<file path="src/rtl/ps2_scancode_rx.sv">
// PS/2 keyboard receiver: synchronise, deglitch, frame and check 11-bit packets.
// E0/F0 prefixes fold into per-key flags; keys are queued in a fall-through FIFO.
module ps2_scancode_rx #(
  parameter int FILTER_LEN     = 8,
  parameter int TIMEOUT_CYCLES = 100000,
  parameter int FIFO_DEPTH     = 8
) (
  input  logic       CLK,
  input  logic       RST,
  input  logic       PS2Clk,
  input  logic       PS2Data,
  output logic [7:0] code_out,
  output logic       ext_out,
  output logic       brk_out,
  output logic       valid,
  input  logic       ready,
  output logic       frame_err,
  output logic       overflow
);

  localparam int FW = (FILTER_LEN > 1) ? $clog2(FILTER_LEN) : 1;
  localparam int TW = $clog2(TIMEOUT_CYCLES + 1);
  localparam int AW = (FIFO_DEPTH > 1) ? $clog2(FIFO_DEPTH) : 1;
  localparam int CW = AW + 1;

  localparam logic [FW-1:0] F_MAX  = FW'(FILTER_LEN - 1);
  localparam logic [TW-1:0] TO_MAX = TW'(TIMEOUT_CYCLES - 1);
  localparam logic [CW-1:0] DEPTH  = CW'(FIFO_DEPTH);

  typedef enum logic [1:0] {IDLE, RECV, CHECK} state_t;

  logic          clk_s1, clk_s2;
  logic          dat_s1, dat_s2;
  logic          filt, filt_q;
  logic [FW-1:0] fcnt;
  logic          fall;

  always_ff @(posedge CLK) begin
    if (RST) begin
      clk_s1 <= 1'b1;
      clk_s2 <= 1'b1;
      dat_s1 <= 1'b1;
      dat_s2 <= 1'b1;
      filt   <= 1'b1;
      filt_q <= 1'b1;
      fcnt   <= '0;
    end else begin
      clk_s1 <= PS2Clk;
      clk_s2 <= clk_s1;
      dat_s1 <= PS2Data;
      dat_s2 <= dat_s1;
      filt_q <= filt;
      if (clk_s2 != filt) begin
        if (fcnt == F_MAX) begin
          filt <= clk_s2;
          fcnt <= '0;
        end else begin
          fcnt <= fcnt + 1'b1;
        end
      end else begin
        fcnt <= '0;
      end
    end
  end

  assign fall = filt_q & ~filt;

  state_t        state;
  logic [9:0]    sh;
  logic [3:0]    bit_cnt;
  logic [TW-1:0] tcnt;
  logic          ext_pend, brk_pend;
  logic          pass, is_e0, is_f0;

  // sh[7:0] data, sh[8] parity, sh[9] stop once ten bits are in
  assign pass  = (^sh[8:0]) & sh[9];
  assign is_e0 = (sh[7:0] == 8'hE0);
  assign is_f0 = (sh[7:0] == 8'hF0);

  always_ff @(posedge CLK) begin
    if (RST) begin
      state     <= IDLE;
      sh        <= '0;
      bit_cnt   <= '0;
      tcnt      <= '0;
      ext_pend  <= 1'b0;
      brk_pend  <= 1'b0;
      frame_err <= 1'b0;
    end else begin
      frame_err <= 1'b0;
      if (fall)
        tcnt <= '0;
      else if (state == RECV)
        tcnt <= tcnt + 1'b1;
      else
        tcnt <= '0;
      unique case (state)
        IDLE: begin
          if (fall && !dat_s2) begin
            state   <= RECV;
            bit_cnt <= 4'd1;
          end
        end
        RECV: begin
          if (fall) begin
            sh      <= {dat_s2, sh[9:1]};
            bit_cnt <= bit_cnt + 4'd1;
            if (bit_cnt == 4'd10)
              state <= CHECK;
          end else if (tcnt == TO_MAX) begin
            state     <= IDLE;
            frame_err <= 1'b1;
            ext_pend  <= 1'b0;
            brk_pend  <= 1'b0;
          end
        end
        CHECK: begin
          state <= IDLE;
          if (!pass) begin
            frame_err <= 1'b1;
            ext_pend  <= 1'b0;
            brk_pend  <= 1'b0;
          end else if (is_e0) begin
            ext_pend <= 1'b1;
          end else if (is_f0) begin
            brk_pend <= 1'b1;
          end else begin
            ext_pend <= 1'b0;
            brk_pend <= 1'b0;
          end
        end
        default: state <= IDLE;
      endcase
    end
  end

  logic [9:0]    mem [FIFO_DEPTH];
  logic [AW-1:0] wptr, rptr;
  logic [CW-1:0] cnt;
  logic          push, pop, full, wr;

  assign push = (state == CHECK) && pass && !is_e0 && !is_f0;
  assign full = (cnt == DEPTH);
  assign pop  = valid & ready;
  assign wr   = push & (~full | pop);

  always_ff @(posedge CLK) begin
    if (wr)
      mem[wptr] <= {ext_pend, brk_pend, sh[7:0]};
  end

  always_ff @(posedge CLK) begin
    if (RST) begin
      wptr     <= '0;
      rptr     <= '0;
      cnt      <= '0;
      overflow <= 1'b0;
    end else begin
      overflow <= push & full & ~pop;
      if (wr)
        wptr <= wptr + 1'b1;
      if (pop)
        rptr <= rptr + 1'b1;
      case ({wr, pop})
        2'b10:   cnt <= cnt + 1'b1;
        2'b01:   cnt <= cnt - 1'b1;
        default: cnt <= cnt;
      endcase
    end
  end

  assign valid = (cnt != '0);
  assign {ext_out, brk_out, code_out} = mem[rptr];

endmodule

</file>
<file path="config.mk">
export PLATFORM = sky130hd
export DESIGN_NAME = ps2_scancode_rx
export DESIGN_NICKNAME = d
export VERILOG_FILES = /design/src/rtl/ps2_scancode_rx.sv
export SDC_FILE = /design/constraint.sdc
export NUM_CORES = 1
export LEC_CHECK = 0
export CAP_MARGIN = 20
export CORE_ASPECT_RATIO = 1.75
export CORE_UTILIZATION = 55
export CTS_CLUSTER_SIZE = 14
export DETAILED_ROUTE_END_ITERATION = 8
export PLACE_DENSITY = 0.74
export SYNTH_ARGS = -nofsm -noshare
export SYNTH_HDL_FRONTEND = slang
export SYNTH_SLANG_ARGS = --single-unit
</file>
<file path="constraint.sdc">
create_clock -name CLK -period 3.6 [get_ports CLK]
set_input_delay 0.72 -clock CLK [delete_from_list [all_inputs] [get_ports CLK]]
set_output_delay 0.72 -clock CLK [all_outputs]
set_load 0.03 [all_outputs]
</file>
# Word-level counts from Yosys, hierarchy flattened
# Memory sizes are Yosys's and may differ from the RTL's. A register that Yosys moved wholly into a read port is not among the register bits.
# Index checks and enable logic that the tools add are counted.
# classes
eq_ne	19
add_sub_neg	7
reduce_logical	21
mux	27
bitwise	12
# op_table
op	n
$add 17x1->17 const B	1
$eq 17x17->1 const B	1
$eq 8x8->1 const B	2
$pmux 4 s2	2
$mux 1	13
$add 3x1->3 const B	3
$reduce_xor 9->1	1
$add 4x1->4 const B	2
$eq 4x4->1 const B	2
$mux 2	4
$mux 4	2
$reduce_and 4->1	2
$and 1x1->1	6
$mux 3	2
$ne 2x2->1 const B	3
$ne 3x2->1 const B	2
$pmux 1 s2	3
$reduce_and 3->1	2
$reduce_bool 2->1	3
$reduce_or 3->1	2
$not 1->1	5
$eq 2x1->1 const B	2
$eq 2x2->1 const B	2
$logic_and 1x1->1	4
12 further kinds	15
# totals
inputBits	5
out_inout_bits	13
wordCells	105
ram_bits	80
n_memories	1
register_bits	56
# memory_table
name	words	word_bits	read_ports	rd_ports_with_merged_regs	write_ports	line_no	source
mem	8	10	1	1	1	137	logic [9:0] mem [FIFO_DEPTH];

# Depth between registers and ports, before layout
# Gate-level depths: netlist of the first run.
# depth
ltp_word	8
ltp_mapped	11
mapped_depth_nobuf	11

# Least setup slack after synthesis of the first run
# No wires, ideal clock.
# synth_timing
kind	register to register
start	register sh[2]
end	memory mem[0][0] (enable)
setup_time_ps	404
arrival_ps	2605
setup_slack_ps	592
required_time_ps	3196
path_stages_with_launch	7
cell_sequence	dfxtp_1 inv_1 ha_1 xor2_1 xor2_1 nand3_1 nor4_1
# synth_via
elab_chain_cells	8
# synth_lines
item	line_no	source
from (decl)	69	logic [9:0] sh;
from (signal assigned)	106	sh <= {dat_s2, sh[9:1]};
$reduce_xor 9->1	76	assign pass = (^sh[8:0]) & sh[9];
$and 1x1->1	76	
$logic_and 1x1->1 (2 in a row)	142	assign push = (state == CHECK) && pass && !is_e0 && !is_f0;
$logic_and 1x1->1 *	142	
$and 1x1->1 *	145	assign wr = push & (~full | pop);
$mux 1 *	148	if (wr)
$mux 1 (not written as such) *	149	mem[wptr] <= {ext_pend, brk_pend, sh[7:0]};
to (decl)	137	
# Every way passes the cells marked *; elsewhere a longest branch is shown, timed or not.

==> results.yml, run 1 <==
yosys:
  synth.distinct_cells: 53
  synth_edf_count: 80
  synth.area.top_cells: "edfxtp_1 42%, dfxtp_1 21%, mux4_2 7.9%, ha_1 3.5%, nand2_1 2.3%"
  ys_seq_area_frac: 0.6256
  synth.avg_cell_area_um2: 13.48
  syn_inst: 425
  netlist_area_mm2: 0.005728
  synth_top_area_cell: "edfxtp_1"
  yosysWarnings: 0
  synthArstFlopShare: 0
  synthFlopType: "edfxtp_1"
  syn_nets: 446
  synth-seq-cells: 139
  synth_top_area_frac: 0.4194
sta:
  hold_violations: 0
  max_slew_margin: 0.5266
  worst_slew_pin_slew_ps: 703.6
  setup_viol_count_final: 0
  fin_crit_sh: 0.9094
  rsz0062_at_grt: "false"
  finalSetupTns_ps: 0
  max_freq_ghz: 0.3054
  fin_skew_ps: 9.745
  drv_slew: 0
  finalCriticalPeriod_ps: 3274
floorplan:
  die_x_um: 79.15
  die_area_mm2: 0.01084
  num_rows: 49
  io_pins: 18
  initial_core_util: 0.5628
  core_region_area_mm2: 0.01018
  die_y_um: 137
critical_path:
  cp_data_arrival_time_ps: 2550
  timing.rr.start: "sh[6]"
  cp.depth: 4
  cp-end-kind: "primary output"
  cp_max_fo: 20
  slowest_stage: "clkdlybuf4s50_1"
  critPathKind: "reg -> out"
  cp-start-kind: "flop"
  r2r_slack_ps: 610
  r2r_cells: 10
  path_cells: "buf_4, mux4_2, mux2_2, clkdlybuf4s50_1"
  critical_path_buf_inv_count: 2
  crit_required_ps: 2880
  critical-path-top-delay-family: "buffers and inverters"
  slowest_delay_ps: 610
clock_network:
  ctsResizeCount: 0
  postCtsSetupRepairBufs: 0
  cts_buffers: 17
  cts_tree: "yes"
  htreeDepth: 4
  cts.root.buffer_cell: "clkbuf_16"
  clkTransAtPathRegs_ps: 60
  insertion_delay_ps: 410
  numClockSinks: 139
  clock_path_buffers: 2
  holdBufCountCts: 0
grt:
  antenna_found_initial: 0
  grt_max_degree: 21
  grt_most_used_layer: "met2"
  grt_use_met2: 0.4100
  met1_usage: 0.2114
  gr-usage-all-layers: 0.2115
  grt_pass1_wl_um: 16490
  overflow: 0
  grt_pass1_vias: 3336
  met3_usage: 0.04867
drt:
  drtAntennaViolNets: 0
  drt_iter0_drc: 130
  viasPerCell: 5.635
  routedWlPerCell_um: 17.16
  wirelength_um: 10300
  drc_errors: 0
  via_count: 3381
  first_pass_iters: 4
final_layout:
  finalNonFillerCells: 600
  mostFrequentLayoutCells: "80 x edfxtp_1, 59 x dfxtp_1, 35 x nand2_1"
  final-seq-area_mm2: 0.003583
  n_antenna_cell: 0
  multi_input_area_mm2: 0.002042
  postLayoutCellArea_mm2: 0.006688
  layout.nets: 481
  layout-drive-gt1-share: 0.1903
  area_delta_synth_final_pct: 16.75
  final_common_cell: "edfxtp_1"
  nFillCells: 756
placement:
  portBuffers: 17
  placed_cells: 568
  post-dp-hpwl_um: 6859
  place_congestion: 0.8376
  place_area_mm2: 0.006105
power_and_ir_drop:
  p_leak_uw: 0.002288
  powerDensity_mw_per_mm2: 519.8
  p_sw_frac: 0.2143
  clockPowerShare: 0.482
  vdd_ir_drop_max_uv: 381.6
  p_comb_frac: 0.035
  cellInternalPower_uw: 2731
  sequentialPowerShare: 0.482
  p_sw_uw: 745.0
hold_path:
  holdCritStartpoint: "dat_s1"
  hp-class: "reg -> reg"
  hold_depth: 1
run_status:
  status: "completed"
job:
  timing.max_cap.violations: 0
sequential cells by signal, indices dropped and copies added, names as in the netlist, 2 cells and up, named ones only:
signal,cells
mem,80
tcnt,17
sh,10
bit_cnt,4
cnt,4
fcnt,3
rptr,3
wptr,3
state,2
path summary, 6_finish.rpt:
path	endpoint
worst min register to register	dat_s2
worst max register to register	cnt[2]
worst min-delay path	dat_s2
worst max-delay path	code_out[3]
worst register-to-register path, delay by kind of cell, from the launching register on:
family / cells / cell delay (ps)
AOI/OAI and AO/OA: 4 / 670
xor gates and xnor gates: 3 / 920
adders and majority gates: 2 / 530
and+or+nand+nor: 1 / 260
DFF: 1 / 530
Yosys cell counts (all sizes together), types with 2 or more instances:
library cell and n:
or3 5, a211oi 2, o21a 2, nor2b 2, nor3 10, inv 14, nand2 35, nor4 6
and3 4, mux2i 6, a21oi 17, ha 16, clkbuf 10, xor2 11, or2 8, o21ai 6
and2 3, xnor2 13, edfxtp 80, nand2b 8, a21o 2, mux4 20, dfxtp 59, nand4 4
buf 4, nand3 16, and3b 2, nor2 33, mux2 10
per-stage QoR:
stage	worst slack, ps	hold WS, ps	util	power (µW)
2_1_floorplan	591.6	389.5	-	1803
3_3_place_gp	742.6	391.0	0.5998	1831
3_5_place_dp	656.3	403.1	0.5998	1835
4_1_cts	277.3	414.8	0.6571	3501
5_1_grt	212.3	443.2	0.6571	3574
6_report	326.1	411.3	0.6571	3476
metal layers:
metal  routed length (µm)  vias to the layer above
met5                    0                        -
met4                  129                        0
met3                  244                        8
met2                 6046                       60
met1                 3876                     1679
li1                     -                     1634
final cells by class:
type                       count  area share
tap                          127     0.02376
inverter                      14    0.007858
multi-input combinational    258      0.3053
timing repair buffer          30     0.04004
clock buffer                  19     0.06773
clock inverter                13     0.01946
sequential                   139      0.5358
power by group through the flow:
stage	clock (µW)	combinational, µW	sequential, µW
after floorplan	0	93.8	1710
after global placement	0	121	1710
after detailed placement	0	124	1710
after CTS	1700	125	1680
after global routing	1760	134	1680
final	1680	123	1680
cells by family (layout without fill, tap and decap cells):
kind of cell             Yosys count  after routing  synth area share
adder cells (fa/ha/maj)           16             16           0.03495
multiplexers                      36             36            0.1088
AND/OR/NAND/NOR                  142            142            0.1263
flip-flops                       139            139            0.6256
buffers and inverters             28             76           0.01900
XOR/XNOR                          25             25           0.04194
AO/OA/AOI/OAI                     39             39           0.04347
(Power assumes the default switching activity.)
==> inputs of run 2 (changes only) <==
- HOLD_SLACK_MARGIN: not set -> 0.06
- PLACE_DENSITY: 0.74 -> 0.73
- RECOVER_POWER: not set -> 25
==> run 2 against run 1 <==
Hold slack worse by 2.0 ps. Via count down 0.62%. Utilization down 0.25 points. Clock power about the same. Count of clock-buffer cells in the layout grew 4. Die area unchanged. Register-to-register slack about the same. Sequential share of layout area grew 0.20 points. Flip-flop and latch count stayed put. Critical path type unchanged. Combinational power barely moved. Design area shrank 0.37%.
==> results.yml, run 2 (same netlist as run 1, synthesis figures left out) <==
run_status:
  status: "completed"
final_layout:
  reg_top3: "mem (80), tcnt (17), sh (10)"
  final_common_cell: "edfxtp_1"
  nFillCells: 772
  regMostFlops: "mem"
  final-seq-area_mm2: 0.003583
  n_antenna_cell: 0
  mostFrequentLayoutCells: "80 x edfxtp_1, 59 x dfxtp_1, 35 x nand2_1"
  layout-drive-gt1-share: 0.1758
  layout.nets: 480
  fin_util: 0.6547
  area_delta_synth_final_pct: 16.32
  largest_reg_flops: 80
  multi_input_area_mm2: 0.002042
floorplan:
  die_area_mm2: 0.01084
  io_pins: 18
  die_x_um: 79.15
  die_y_um: 137
  num_rows: 49
  initial_core_util: 0.5628
  core_region_area_mm2: 0.01018
critical_path:
  cp-end-kind: "primary output"
  cp_data_arrival_time_ps: 2540
  timing.rr.start: "sh[1]"
  crit_required_ps: 2880
  cp-start-kind: "flop"
  cp_max_fo: 20
  critPathKind: "reg -> out"
  r2r_slack_ps: 610
sta:
  finalSetupTns_ps: 0
  rsz0062_at_grt: "false"
  worst_slew_pin_slew_ps: 716.0
  fin_skew_ps: 4.689
  setup_viol_count_final: 0
  max_slew_margin: 0.5209
  fin_crit_sh: 0.9052
  timing.hold.ws_ps: 409.3
  max_freq_ghz: 0.3069
  drv_slew: 0
  finalCriticalPeriod_ps: 3259
  hold_violations: 0
grt:
  gr-usage-all-layers: 0.2189
  overflow: 0
  antenna_found_initial: 0
  grt_max_degree: 21
  grt_pass1_vias: 3411
  grt_pass1_wl_um: 16930
clock_network:
  postCtsSetupRepairBufs: 0
  cts_tree: "yes"
  clock_path_buffers: 2
  clkTransAtPathRegs_ps: 60
  numClockSinks: 139
  cts.root.buffer_cell: "clkbuf_16"
  htreeDepth: 4
  holdBufCountCts: 0
  cts_buffers: 17
  insertion_delay_ps: 410
  ctsResizeCount: 0
drt:
  via_count: 3360
  first_pass_iters: 4
  drtAntennaViolNets: 0
  viasPerCell: 5.609
  drt_iter0_drc: 93
  drc_errors: 0
  wirelength_um: 10420
  routedWlPerCell_um: 17.40
power_and_ir_drop:
  clockPowerShare: 0.479
  sequentialPowerShare: 0.486
  vdd_ir_drop_max_uv: 394.5
  p_sw_uw: 677.3
  powerDensity_mw_per_mm2: 518.4
  p_sw_frac: 0.1961
  p_comb_frac: 0.036
  cellInternalPower_uw: 2777
  p_leak_uw: 0.002268
placement:
  place_congestion: 0.7717
  post-dp-hpwl_um: 6961
  portBuffers: 17
hold_path:
  holdCritStartpoint: "clk_s1"
  hp-class: "reg -> reg"
job:
  timing.max_cap.violations: 0
==> run 2: critical path: stages (launching register included) <==
cell and delay (ps):
dfxtp_1 310, buf_4 360, mux4_2 550, mux2_2 300
clkdlybuf4s50_1 600
==> run 2: metrics by stage <==
stage          power (µW)  std cells  area [µm²]  setup WS (ps)
3_5_place_dp         1835        567        6097          625.4
6_report             3454        599        6663          341.3
3_3_place_gp         1832        567        6097          740.8
5_1_grt              3550        599        6663          222.3
2_1_floorplan        1803        425        5728          591.6
4_1_cts              3477        599        6663          291.3
==> run 2: power groups by stage <==
stage                     combinational, µW  clock [µW]  sequential, µW
after CTS                               125        1670            1680
after floorplan                        93.8           0            1710
after detailed placement                124           0            1710
after global routing                    134        1740            1680
after global placement                  122           0            1710
final                                   123        1650            1680
==> run 2: path summary, 6_finish.rpt <==
kind                                     to  depth (start not counted)
worst max-delay path            code_out[6]                          4
worst min-delay path                 clk_s2                          1
worst min register to register       clk_s2                          1
worst max register to register       cnt[2]                         11
==> run 2: layout make-up <==
cell class                      count  area share
Clock buffer                       23     0.07023
Clock inverter                      9     0.01465
Inverter                           14    0.007887
Multi-Input combinational cell    258      0.3065
Sequential cell                   139      0.5378
Tap cell                          127     0.02385
Timing Repair Buffer               29     0.03906
==> run 2: metal layers <==
metal / global-route usage / routed length [µm]
met5: 0 / 0
met4: 0.1152 / 261
met3: 0.05133 / 329
met2: 0.3994 / 5814
met1: 0.2282 / 4015
